[src/rtl/color_cycle_pkg.sv]
// color_cycle_pkg
//   Shared types and constants for the four-colour sequencing controller.
//   - color_state_t : state codes Idle 0, Blue 1, Red 2, Green 3
//   - cmd_t         : command codes HOLD 0, START 1, ADVANCE 2, STOP 3
//   - OUT_*         : Moore output encodings (zero-extended to OUT_WIDTH)
//   - color_succ    : successor colour used by ADVANCE and auto-advance
package color_cycle_pkg;

    typedef enum logic [1:0] {
        ST_IDLE  = 2'd0,
        ST_BLUE  = 2'd1,
        ST_RED   = 2'd2,
        ST_GREEN = 2'd3
    } color_state_t;

    typedef enum logic [1:0] {
        CMD_HOLD    = 2'd0,
        CMD_START   = 2'd1,
        CMD_ADVANCE = 2'd2,
        CMD_STOP    = 2'd3
    } cmd_t;

    localparam logic [2:0] OUT_IDLE  = 3'd0;
    localparam logic [2:0] OUT_BLUE  = 3'd1;
    localparam logic [2:0] OUT_RED   = 3'd2;
    localparam logic [2:0] OUT_GREEN = 3'd4;

    // Idle has no successor: advancing from Idle is a no-op.
    function automatic color_state_t color_succ(input color_state_t s);
        color_state_t n;
        case (s)
            ST_BLUE:  n = ST_RED;
            ST_RED:   n = ST_GREEN;
            ST_GREEN: n = ST_BLUE;
            default:  n = ST_IDLE;
        endcase
        return n;
    endfunction

endpackage

[src/rtl/color_dwell_timer.sv]
// color_dwell_timer
//   Counts cycles spent in the current colour state and flags when the
//   programmed dwell has elapsed.
//   Ports:
//     clk, rst      clock, asynchronous active-low reset
//     clear         force timer to 0 (state change or Idle)
//     hold          freeze timer this cycle
//     dwell_cycles  live dwell length; 0 disables expiry
//     expire        timer == dwell_cycles-1 (combinational compare of the register)
//   The timer wraps at 2^DWELL_WIDTH, so lowering dwell_cycles below the
//   current count delays the next expiry until after the wrap.
module color_dwell_timer #(
    parameter int DWELL_WIDTH = 4
) (
    input  logic                   clk,
    input  logic                   rst,
    input  logic                   clear,
    input  logic                   hold,
    input  logic [DWELL_WIDTH-1:0] dwell_cycles,
    output logic                   expire
);

    logic [DWELL_WIDTH-1:0] r_timer;
    logic [DWELL_WIDTH-1:0] w_last;

    // Last timer value before expiry for the current dwell setting.
    always_comb begin
        w_last = dwell_cycles - DWELL_WIDTH'(1'b1);
        if (dwell_cycles != {DWELL_WIDTH{1'b0}}) begin
            expire = (r_timer == w_last);
        end else begin
            expire = 1'b0;
        end
    end

    // Timer register: clear beats hold, otherwise count with natural wrap.
    always_ff @(posedge clk or negedge rst) begin
        if (!rst) begin
            r_timer <= {DWELL_WIDTH{1'b0}};
        end else if (clear) begin
            r_timer <= {DWELL_WIDTH{1'b0}};
        end else if (hold) begin
            r_timer <= r_timer;
        end else begin
            r_timer <= r_timer + DWELL_WIDTH'(1'b1);
        end
    end

endmodule

[src/rtl/color_cycle_fsm.sv]
// color_cycle_fsm
//   Four-state (Idle, Blue, Red, Green) Moore sequencing controller with a
//   command interface, per-state dwell timer, saturating Red-occupancy
//   counter and lap-complete pulse.
//   Ports:
//     clk, rst       clock, asynchronous active-low reset
//     cmd_valid/cmd  command (HOLD, START, ADVANCE, STOP), acts when valid
//     dwell_cycles   cycles per colour before auto-advance; 0 disables it
//     out            Moore encoding of state (Idle 0, Blue 1, Red 2, Green 4)
//     state          current state code
//     red_count      saturating count of cycles spent in Red
//     red_count_sat  sticky, set when red_count reaches all-ones
//     cycle_done     one-cycle pulse coincident with entering Blue from Green
//     lap_count      (only with COLOR_CYCLE_FSM_LAP_CNT_EN) laps completed,
//                    wraps, cleared by STOP
//   Optional feature macro: COLOR_CYCLE_FSM_LAP_CNT_EN.
module color_cycle_fsm
    import color_cycle_pkg::*;
#(
    parameter int CNT_WIDTH   = 8,
    parameter int DWELL_WIDTH = 4,
    parameter int OUT_WIDTH   = 4
) (
    input  logic                   clk,
    input  logic                   rst,
    input  logic                   cmd_valid,
    input  logic [1:0]             cmd,
    input  logic [DWELL_WIDTH-1:0] dwell_cycles,
    output logic [OUT_WIDTH-1:0]   out,
    output logic [1:0]             state,
    output logic [CNT_WIDTH-1:0]   red_count,
    output logic                   red_count_sat,
    output logic                   cycle_done
`ifdef COLOR_CYCLE_FSM_LAP_CNT_EN
    ,
    output logic [CNT_WIDTH-1:0]   lap_count
`endif
);

    color_state_t           r_state;
    color_state_t           w_next_state;
    logic [OUT_WIDTH-1:0]   r_out;
    logic [CNT_WIDTH-1:0]   r_red_count;
    logic                   r_red_sat;
    logic                   r_cycle_done;
    cmd_t                   w_cmd;
    logic                   w_stop;
    logic                   w_advance;
    logic                   w_hold;
    logic                   w_start;
    logic                   w_expire;
    logic                   w_timer_clear;
    logic                   w_lap_event;

    function automatic logic [OUT_WIDTH-1:0] encode_out(input color_state_t s);
        logic [OUT_WIDTH-1:0] o;
        case (s)
            ST_BLUE:  o = OUT_WIDTH'(OUT_BLUE);
            ST_RED:   o = OUT_WIDTH'(OUT_RED);
            ST_GREEN: o = OUT_WIDTH'(OUT_GREEN);
            default:  o = OUT_WIDTH'(OUT_IDLE);
        endcase
        return o;
    endfunction

    // Command decode; every command is qualified by cmd_valid.
    always_comb begin
        w_cmd     = cmd_t'(cmd);
        w_stop    = cmd_valid && (w_cmd == CMD_STOP);
        w_advance = cmd_valid && (w_cmd == CMD_ADVANCE);
        w_hold    = cmd_valid && (w_cmd == CMD_HOLD);
        w_start   = cmd_valid && (w_cmd == CMD_START);
    end

    // Next-state priority: STOP, ADVANCE, HOLD, START, auto-advance.
    // ADVANCE and a timer match in the same cycle yield one step only.
    always_comb begin
        w_next_state = r_state;
        if (w_stop) begin
            w_next_state = ST_IDLE;
        end else if (w_advance) begin
            w_next_state = color_succ(r_state);
        end else if (w_hold) begin
            w_next_state = r_state;
        end else if (w_start && (r_state == ST_IDLE)) begin
            w_next_state = ST_BLUE;
        end else if (w_expire && (r_state != ST_IDLE)) begin
            w_next_state = color_succ(r_state);
        end else begin
            w_next_state = r_state;
        end
    end

    // Timer restarts on every state change and stays at 0 while Idle.
    always_comb begin
        w_timer_clear = (w_next_state != r_state) || (r_state == ST_IDLE);
        w_lap_event   = (r_state == ST_GREEN) && (w_next_state == ST_BLUE);
    end

    color_dwell_timer #(
        .DWELL_WIDTH (DWELL_WIDTH)
    ) u_dwell_timer (
        .clk          (clk),
        .rst          (rst),
        .clear        (w_timer_clear),
        .hold         (w_hold),
        .dwell_cycles (dwell_cycles),
        .expire       (w_expire)
    );

    // State register; out is registered from the next state so it always
    // matches the state it encodes, and cycle_done marks the Green->Blue edge.
    always_ff @(posedge clk or negedge rst) begin
        if (!rst) begin
            r_state      <= ST_IDLE;
            r_out        <= {OUT_WIDTH{1'b0}};
            r_cycle_done <= 1'b0;
        end else begin
            r_state      <= w_next_state;
            r_out        <= encode_out(w_next_state);
            r_cycle_done <= w_lap_event;
        end
    end

    // Red occupancy: STOP clears first; otherwise count while in Red, saturating.
    always_ff @(posedge clk or negedge rst) begin
        if (!rst) begin
            r_red_count <= {CNT_WIDTH{1'b0}};
            r_red_sat   <= 1'b0;
        end else if (w_stop) begin
            r_red_count <= {CNT_WIDTH{1'b0}};
            r_red_sat   <= 1'b0;
        end else if ((r_state == ST_RED) && (r_red_count != {CNT_WIDTH{1'b1}})) begin
            r_red_count <= r_red_count + CNT_WIDTH'(1'b1);
            r_red_sat   <= r_red_sat ||
                           ((r_red_count + CNT_WIDTH'(1'b1)) == {CNT_WIDTH{1'b1}});
        end else begin
            r_red_count <= r_red_count;
            r_red_sat   <= r_red_sat;
        end
    end

`ifdef COLOR_CYCLE_FSM_LAP_CNT_EN
    logic [CNT_WIDTH-1:0] r_lap_count;

    // Lap counter steps on the same edge that raises cycle_done; wraps.
    always_ff @(posedge clk or negedge rst) begin
        if (!rst) begin
            r_lap_count <= {CNT_WIDTH{1'b0}};
        end else if (w_stop) begin
            r_lap_count <= {CNT_WIDTH{1'b0}};
        end else if (w_lap_event) begin
            r_lap_count <= r_lap_count + CNT_WIDTH'(1'b1);
        end else begin
            r_lap_count <= r_lap_count;
        end
    end

    assign lap_count = r_lap_count;
`else
    // Lap counting is not built in this configuration.
`endif

    assign out           = r_out;
    assign state         = r_state;
    assign red_count     = r_red_count;
    assign red_count_sat = r_red_sat;
    assign cycle_done    = r_cycle_done;

endmodule

[config.mk]
export PLATFORM = sky130hd
export DESIGN_NAME = color_cycle_fsm
export DESIGN_NICKNAME = d
export VERILOG_FILES = /design/src/rtl/color_cycle_pkg.sv /design/src/rtl/color_dwell_timer.sv /design/src/rtl/color_cycle_fsm.sv
export SDC_FILE = /design/constraint.sdc
export NUM_CORES = 1
export LEC_CHECK = 0
export CAP_MARGIN = 25
export CORE_MARGIN = 10
export CORE_UTILIZATION = 30
export CTS_BUF_LIST = sky130_fd_sc_hd__clkbuf_2 sky130_fd_sc_hd__clkbuf_4 sky130_fd_sc_hd__clkbuf_8
export DETAILED_ROUTE_END_ITERATION = 6
export MAX_ROUTING_LAYER = met4
export PLACE_DENSITY = 0.61
export SLEW_MARGIN = 15
export SYNTH_ARGS = -nofsm -noshare
export SYNTH_HDL_FRONTEND = slang
export SYNTH_SLANG_ARGS = --single-unit
[constraint.sdc]
create_clock -name clk -period 2.7 [get_ports clk]
set_clock_uncertainty 0.15 [all_clocks]
set_input_delay 0.54 -clock clk [delete_from_list [all_inputs] [get_ports clk]]
set_output_delay 0.54 -clock clk [all_outputs]
set_load 0.1 [all_outputs]
# [Word-level counts from Yosys, hierarchy flattened]
# Cells that the tools add are included.
[word_totals] register_bits=20 out_inout_bits=16
[op_classes] mux=14 n_addsub=3 n_eq_ne=14 reduce_logical=15
[ops] op="$mux 8" n=2
[ops] op="$eq 2x2->1 const B" n=6
[ops] op="$mux 2" n=5
[ops] op="$pmux 3 s3" n=1
[ops] op="$add 8x1->8 const B" n=1
[ops] op="$eq 8x8->1 const B" n=1
[ops] op="$logic_and 1x1->1" n=8
[ops] op="$mux 4" n=2
[ops] op="$ne 8x8->1 const B" n=1
[ops] op="$eq 2x1->1 const B" n=3
[ops] op="$pmux 2 s3" n=1
[ops] op="$add 4x1->4 const B" n=1
[ops] op="$eq 4x4->1" n=1
[ops] op="$logic_not 2->1" n=2
[ops] op="$reduce_bool 2->1" n=2
[ops] op="$reduce_bool 4->1" n=1
[ops] op="$sub 4x1->4 const B" n=1
[ops] op="$mux 1" n=3
[ops] op="$logic_or 1x1->1" n=2
[ops] op="$ne 2x1->1 const B" n=1
[ops] op="$ne 2x2->1" n=1

# [Logic depth before layout (Yosys ltp)]
[logic_depth] depth_word=12 mapped_depth=8 ltp_nobuf=7

# [Cells and area by module]
# From an unflattened synthesis, not the netlist that was laid out.
[unflattened] hier_cells=135 hier_area_um2=1313.8
[by_module_without_submodules] mod="color_cycle_fsm" cells_per_inst=107 instances=1 seq_area_each_um2=375.4 area_each_um2=1022.2
[by_module_without_submodules] mod="color_dwell_timer" cells_per_inst=28 instances=1 seq_area_each_um2=100.1 area_each_um2=291.5

# [Least setup slack after synthesis]
# Ideal clock, no wire load.
[synth_path] path_type="register to register" start="register r_state[1], in the netlist state[1]" end="register u_dwell_timer.r_timer[0]" setup_ns=0.139 period_less_slack_ns=2.997 arrival_time_ns=2.708 slack_ns=-0.297 n_path_buf=1 path_stages_with_launch=9 cell_sequence="dfrtp_1 inv_1 ha_1 buf_2 or4b_2 o21ai_0 a21oi_1 o21ai_0 a211oi_1"
[synth_between] elab_chain_cells=10 word_cells_on_any_way=17 classes_between="eq/ne (5); mux (7); reduce/logical (5)"
[synth_rtl] element="from (decl)" line="color_cycle_fsm.sv:40" text="color_state_t r_state;"
[synth_rtl] element="from (signal assigned)" line="color_cycle_fsm.sv:119" text="r_state <= w_next_state;"
[synth_rtl] element="$eq 2x2->1 (tied with other cells)" line="color_cycle_pkg.sv:31" text="case (s)"
[synth_rtl] element="$pmux 2 s3 / $logic_and 1x1->1 (equally long branches)" line="color_cycle_pkg.sv:31, color_cycle_fsm.sv:87"
[synth_rtl] element="$mux 2" line="color_cycle_fsm.sv:87" text="end else if (w_expire && (r_state != ST_IDLE)) begin"
[synth_rtl] element="$mux 2" line="color_cycle_fsm.sv:85" text="end else if (w_start && (r_state == ST_IDLE)) begin"
[synth_rtl] element="$mux 2" line="color_cycle_fsm.sv:83" text="end else if (w_hold) begin"
[synth_rtl] element="$mux 2" line="color_cycle_fsm.sv:81" text="end else if (w_advance) begin"
[synth_rtl] element="$mux 2" line="color_cycle_fsm.sv:79" text="if (w_stop) begin"
[synth_rtl] element="$ne 2x2->1" line="color_cycle_fsm.sv:96" text="w_timer_clear = (w_next_state != r_state) || (r_state == ST_IDLE);"
[synth_rtl] element="$logic_or 1x1->1 *" line="color_cycle_fsm.sv:96"
[synth_rtl] element="$ne 2x1->1 (no source line) / $mux 4 (equally long branches)"
[synth_rtl] element="to (signal assigned)" line="color_dwell_timer.sv:41" text="r_timer <= {DWELL_WIDTH{1'b0}};"
[synth_rtl] element="to (signal assigned)" line="color_dwell_timer.sv:43" text="r_timer <= r_timer;"
[synth_rtl] element="to (signal assigned)" line="color_dwell_timer.sv:45" text="r_timer <= r_timer + DWELL_WIDTH'(1'b1);"
[synth_rtl] element="to (decl)" line="color_dwell_timer.sv:23" text="logic [DWELL_WIDTH-1:0] r_timer;"
# Every way passes the cells marked *; elsewhere a longest branch is shown, timed or not.
# A chain may end at the register's enable or synchronous reset.

# [Final worst setup path]
[layout_path] start="input port dwell_cycles[0]" end="register r_out[2], in the netlist out[2]"
[layout_between] elab_chain_cells=11 word_cells_on_any_way=14 classes_between="add/sub (1); eq/ne (4); mux (7); reduce/logical (2)"
[layout_rtl] element="from (decl)" line="color_cycle_fsm.sv:28" text="input logic [DWELL_WIDTH-1:0] dwell_cycles,"
[layout_rtl] element="$sub 4x1->4" line="color_dwell_timer.sv:28" text="w_last = dwell_cycles - DWELL_WIDTH'(1'b1);"
[layout_rtl] element="$eq 4x4->1" line="color_dwell_timer.sv:30" text="expire = (r_timer == w_last);"
[layout_rtl] element="$mux 1 *" line="color_dwell_timer.sv:29" text="if (dwell_cycles != {DWELL_WIDTH{1'b0}}) begin"
[layout_rtl] element="$logic_and 1x1->1 *" line="color_cycle_fsm.sv:87"
[layout_rtl] element="$mux 2 *" line="color_cycle_fsm.sv:87"
[layout_rtl] element="$mux 2 *" line="color_cycle_fsm.sv:85"
[layout_rtl] element="$mux 2 *" line="color_cycle_fsm.sv:83"
[layout_rtl] element="$mux 2 *" line="color_cycle_fsm.sv:81"
[layout_rtl] element="$mux 2 *" line="color_cycle_fsm.sv:79"
[layout_rtl] element="$eq 2x2->1 / $eq 2x1->1 (equally long branches)" line="color_cycle_fsm.sv:57" text="case (s)"
[layout_rtl] element="$pmux 3 s3 *" line="color_cycle_fsm.sv:57"
[layout_rtl] element="to (signal assigned)" line="color_cycle_fsm.sv:116" text="r_out <= {OUT_WIDTH{1'b0}};"
[layout_rtl] element="to (signal assigned)" line="color_cycle_fsm.sv:120" text="r_out <= encode_out(w_next_state);"
[layout_rtl] element="to (decl)" line="color_cycle_fsm.sv:42" text="logic [OUT_WIDTH-1:0] r_out;"
# Marks and branches as above.

==> results.sh <==
export IMPL_worstPathArrival_ns=2.58
export IMPL_first_iter_violations=59
export IMPL_num_antenna_cells=0
export IMPL_grt_pass1_wl_um=5340
export IMPL_path_cells="clkdlybuf4s50_1, inv_1, ha_1, xnor3_1, nand4_2, or3_4, mux2_4, a21oi_1"
export IMPL_clkTransAtPathRegs_ns=0.07
export IMPL_root_buffer="clkbuf_8"
export IMPL_p_leak_nw=0.777
export IMPL_instances_no_fill=222
export IMPL_required_ns=2.73
export IMPL_syn_avg_cell_area_um2=9.10
export IMPL_drive_above_1_share_pct=20.9
export IMPL_cts_tree="built"
export IMPL_dr_pass1_iters=4
export IMPL_coreArea_um2=4120
export IMPL_grtUsageTotal_pct=8.91
export IMPL_die_w_um=86.1
export IMPL_outcome="finished clean"
export IMPL_dpl_cell_count=218
export IMPL_post_drt_via_cell_ratio=4.99
export IMPL_max_freq_mhz=391
export IMPL_critPathCaptureType="register"
export IMPL_post_route_period_util_pct=94.7
export IMPL_fill_cells=405
export IMPL_initial_core_util_pct=31.8
export IMPL_synth_cell_area_um2=1310
export IMPL_fin_nets=189
export IMPL_cellPowerDensity_nw_per_um2=1050
export IMPL_io_pins=25
export IMPL_dieArea_um2=7410
export IMPL_tightest_slew_ns=0.573
export IMPL_io_buffers=23
export IMPL_synth_area_leaders="dfrtp_1, xor2_1, ha_1"
export IMPL_yosys_register_bits=19
export IMPL_post_cts_buffers=0
export IMPL_ir_drop_mv=0.624
export IMPL_finalMaxSlewViolations=0
export IMPL_cts_sinks=19
export IMPL_row_count=23
export IMPL_synth_edff_count=0
export IMPL_synth_top_area_share_pct=36.3
export IMPL_worstSetupPathType="primary input to register"
export IMPL_critPathLaunchType="primary input"
export IMPL_max_stage_delay_ns=0.48
export IMPL_min_path_type="register to register"
export IMPL_min_period_ns=2.56
export IMPL_placed_area_um2=1590
export IMPL_grt_overflow=0
export IMPL_utilization_pct=39.9
export IMPL_vias=1108
export IMPL_ctsResizeCount=0
export IMPL_stdcell_area_um2=1640
export IMPL_rsz0062_at_grt="false"
export IMPL_die_h_um=86.1
export IMPL_syn_nets=160
export IMPL_drt_wl_total_um=3080
export IMPL_wl_per_cell_um=13.9
export IMPL_max_cap_violations=0
export IMPL_drtAntennaViolNets=0
export IMPL_relSlewSlack_pct=61.7
export IMPL_synth_distinct_cells=43
export IMPL_critPathSlowestCell="clkdlybuf4s50_1"
export IMPL_async_flop_share_pct=100
export IMPL_critPathMaxFanout=4
export IMPL_synth_main_ff_cell="dfrtp_1"
export IMPL_htreeDepth=1
export IMPL_hold_violations=0
export IMPL_antenna_found_initial=0
export IMPL_globalplace_congestion=0.803
export IMPL_cts_hold_buffers=0
export IMPL_drc=0
export IMPL_dp_hpwl_um=2450
export IMPL_synth_warnings=0
export IMPL_yosysTopAreaCell="dfrtp_1"
export IMPL_grt_pass1_vias=1159
export IMPL_cts_buffers=3
export IMPL_clockBufferDepth=2
export IMPL_synth_seq_area_share_pct=36.3
export IMPL_worstSkewPairLatency_ns=0.25
export IMPL_synthesis_instances=144
export IMPL_area_growth_pct=25.4
export IMPL_grt_max_degree=13
export IMPL_setup_violations=0
==> synthesized netlist by cell type (3+ instances only) <==
| master | number |
|---|---|
| ha_1 | 7 |
| nor3_1 | 3 |
| xor2_1 | 14 |
| inv_1 | 10 |
| a211oi_1 | 5 |
| nand4_1 | 6 |
| nand3b_1 | 3 |
| clkbuf_1 | 3 |
| dfrtp_1 | 19 |
| nand3_1 | 5 |
| a21oi_1 | 3 |
| nor2_1 | 14 |
| nand2_1 | 11 |
| o21ai_0 | 4 |
| xnor2_1 | 4 |
==> cells by family (layout without fill, tap and decap cells) <==
kind of cell / count (synthesis) / count (layout) / share of synthesized area (%)
DFF: 19 / 19 / 36.3
adders and majority gates: 7 / 7 / 6.69
other: 1 / 1 / 0.286
and+or+nand+nor: 53 / 53 / 21.7
buffers and inverters: 17 / 45 / 5.44
AOI/OAI and AO/OA: 25 / 25 / 13.2
xor gates and xnor gates: 19 / 19 / 13.8
muxes: 3 / 3 / 2.67
==> where the power goes <==
part           internal, mW  total (mW)  switching (mW)  leakage, nW
sequential            0.356       0.458           0.102        0.254
combinational         0.328        1.06           0.730        0.497
clock                 0.115       0.203          0.0885       0.0262
total                 0.799        1.72           0.920        0.777
==> cells in the final DEF, fill, tap and decap left out, types with 3 or more instances in the layout <==
cell type,instances
o21ai_0,4
a211oi_1,5
inv_1,10
xnor2_1,4
buf_4,23
nand2_1,11
clkdlybuf4s50_1,8
clkbuf_8,3
nand3_1,5
nand3b_1,3
nor3_1,3
xor2_1,14
ha_1,7
dfrtp_1,17
a21oi_1,3
nor2_1,14
nand4_1,6
==> sequential cells by signal, indices dropped and copies added, names as in the netlist <==
register	flops
cycle_done	1
out	3
red_count	8
red_count_sat	1
state	2
u_dwell_timer.r_timer	4
==> through the flow <==
stage / hold WS (ns) / power [mW] / setup TNS, ns / setup slack (ns)
finish: 0.356 / 1.72 / 0 / 0.144
global route: 0.405 / 1.85 / 0 / 0.0462
CTS: 0.360 / 1.73 / 0 / 0.138
detailed placement: 0.346 / 1.53 / -0.353 / -0.132
global placement: 0.329 / 1.51 / -0.0869 / -0.0437
floorplan: 0.0944 / 1.26 / 0 / 0.0740
==> layer usage <==
| metal | track usage, % | vias to the layer above | wire, um |
|---|---|---|---|
| li1 | - | 558 | - |
| met1 | 10.4 | 521 | 1410 |
| met2 | 14.2 | 25 | 1470 |
| met3 | 2.55 | 4 | 147 |
| met4 | 3.14 | 0 | 42 |
| met5 | - | - | 0 |
==> critical path: cells and delay by family <==
kind | cells | cell delay (ns)
compound gates | 1 | 0.15
fa+ha+maj | 1 | 0.22
mux | 1 | 0.32
buf+inv | 2 | 0.53
xor+xnor | 1 | 0.30
simple gates | 2 | 0.53
==> cell type report <==
cell class | instances | area, um2 | area share [%]
sequential | 19 | 478 | 29.1
timing repair buffer | 31 | 253 | 15.4
clock buffer | 4 | 48.8 | 2.97
inverter | 10 | 37.5 | 2.28
tap | 50 | 62.6 | 3.81
multi-input combinational | 108 | 763 | 46.5
==> final timing paths <==
check	from	endpoint	slack (ns)	depth (start not counted)
min	red_count_sat$_DFFE_PN0P_	red_count_sat$_DFFE_PN0P_	0.36	2
max in group asynchronous	rst	u_dwell_timer.r_timer[3]$_DFFE_PN0P_	1.38	2
min in group asynchronous	rst	red_count_sat$_DFFE_PN0P_	0.50	1
max	dwell_cycles[0]	out[2]$_DFF_PN0_	0.14	8
max reg2reg	state[1]$_DFF_PN0_	u_dwell_timer.r_timer[2]$_DFFE_PN0P_	0.43	8
min reg2reg	red_count_sat$_DFFE_PN0P_	red_count_sat$_DFFE_PN0P_	0.36	2
(Power assumes the default switching activity.)
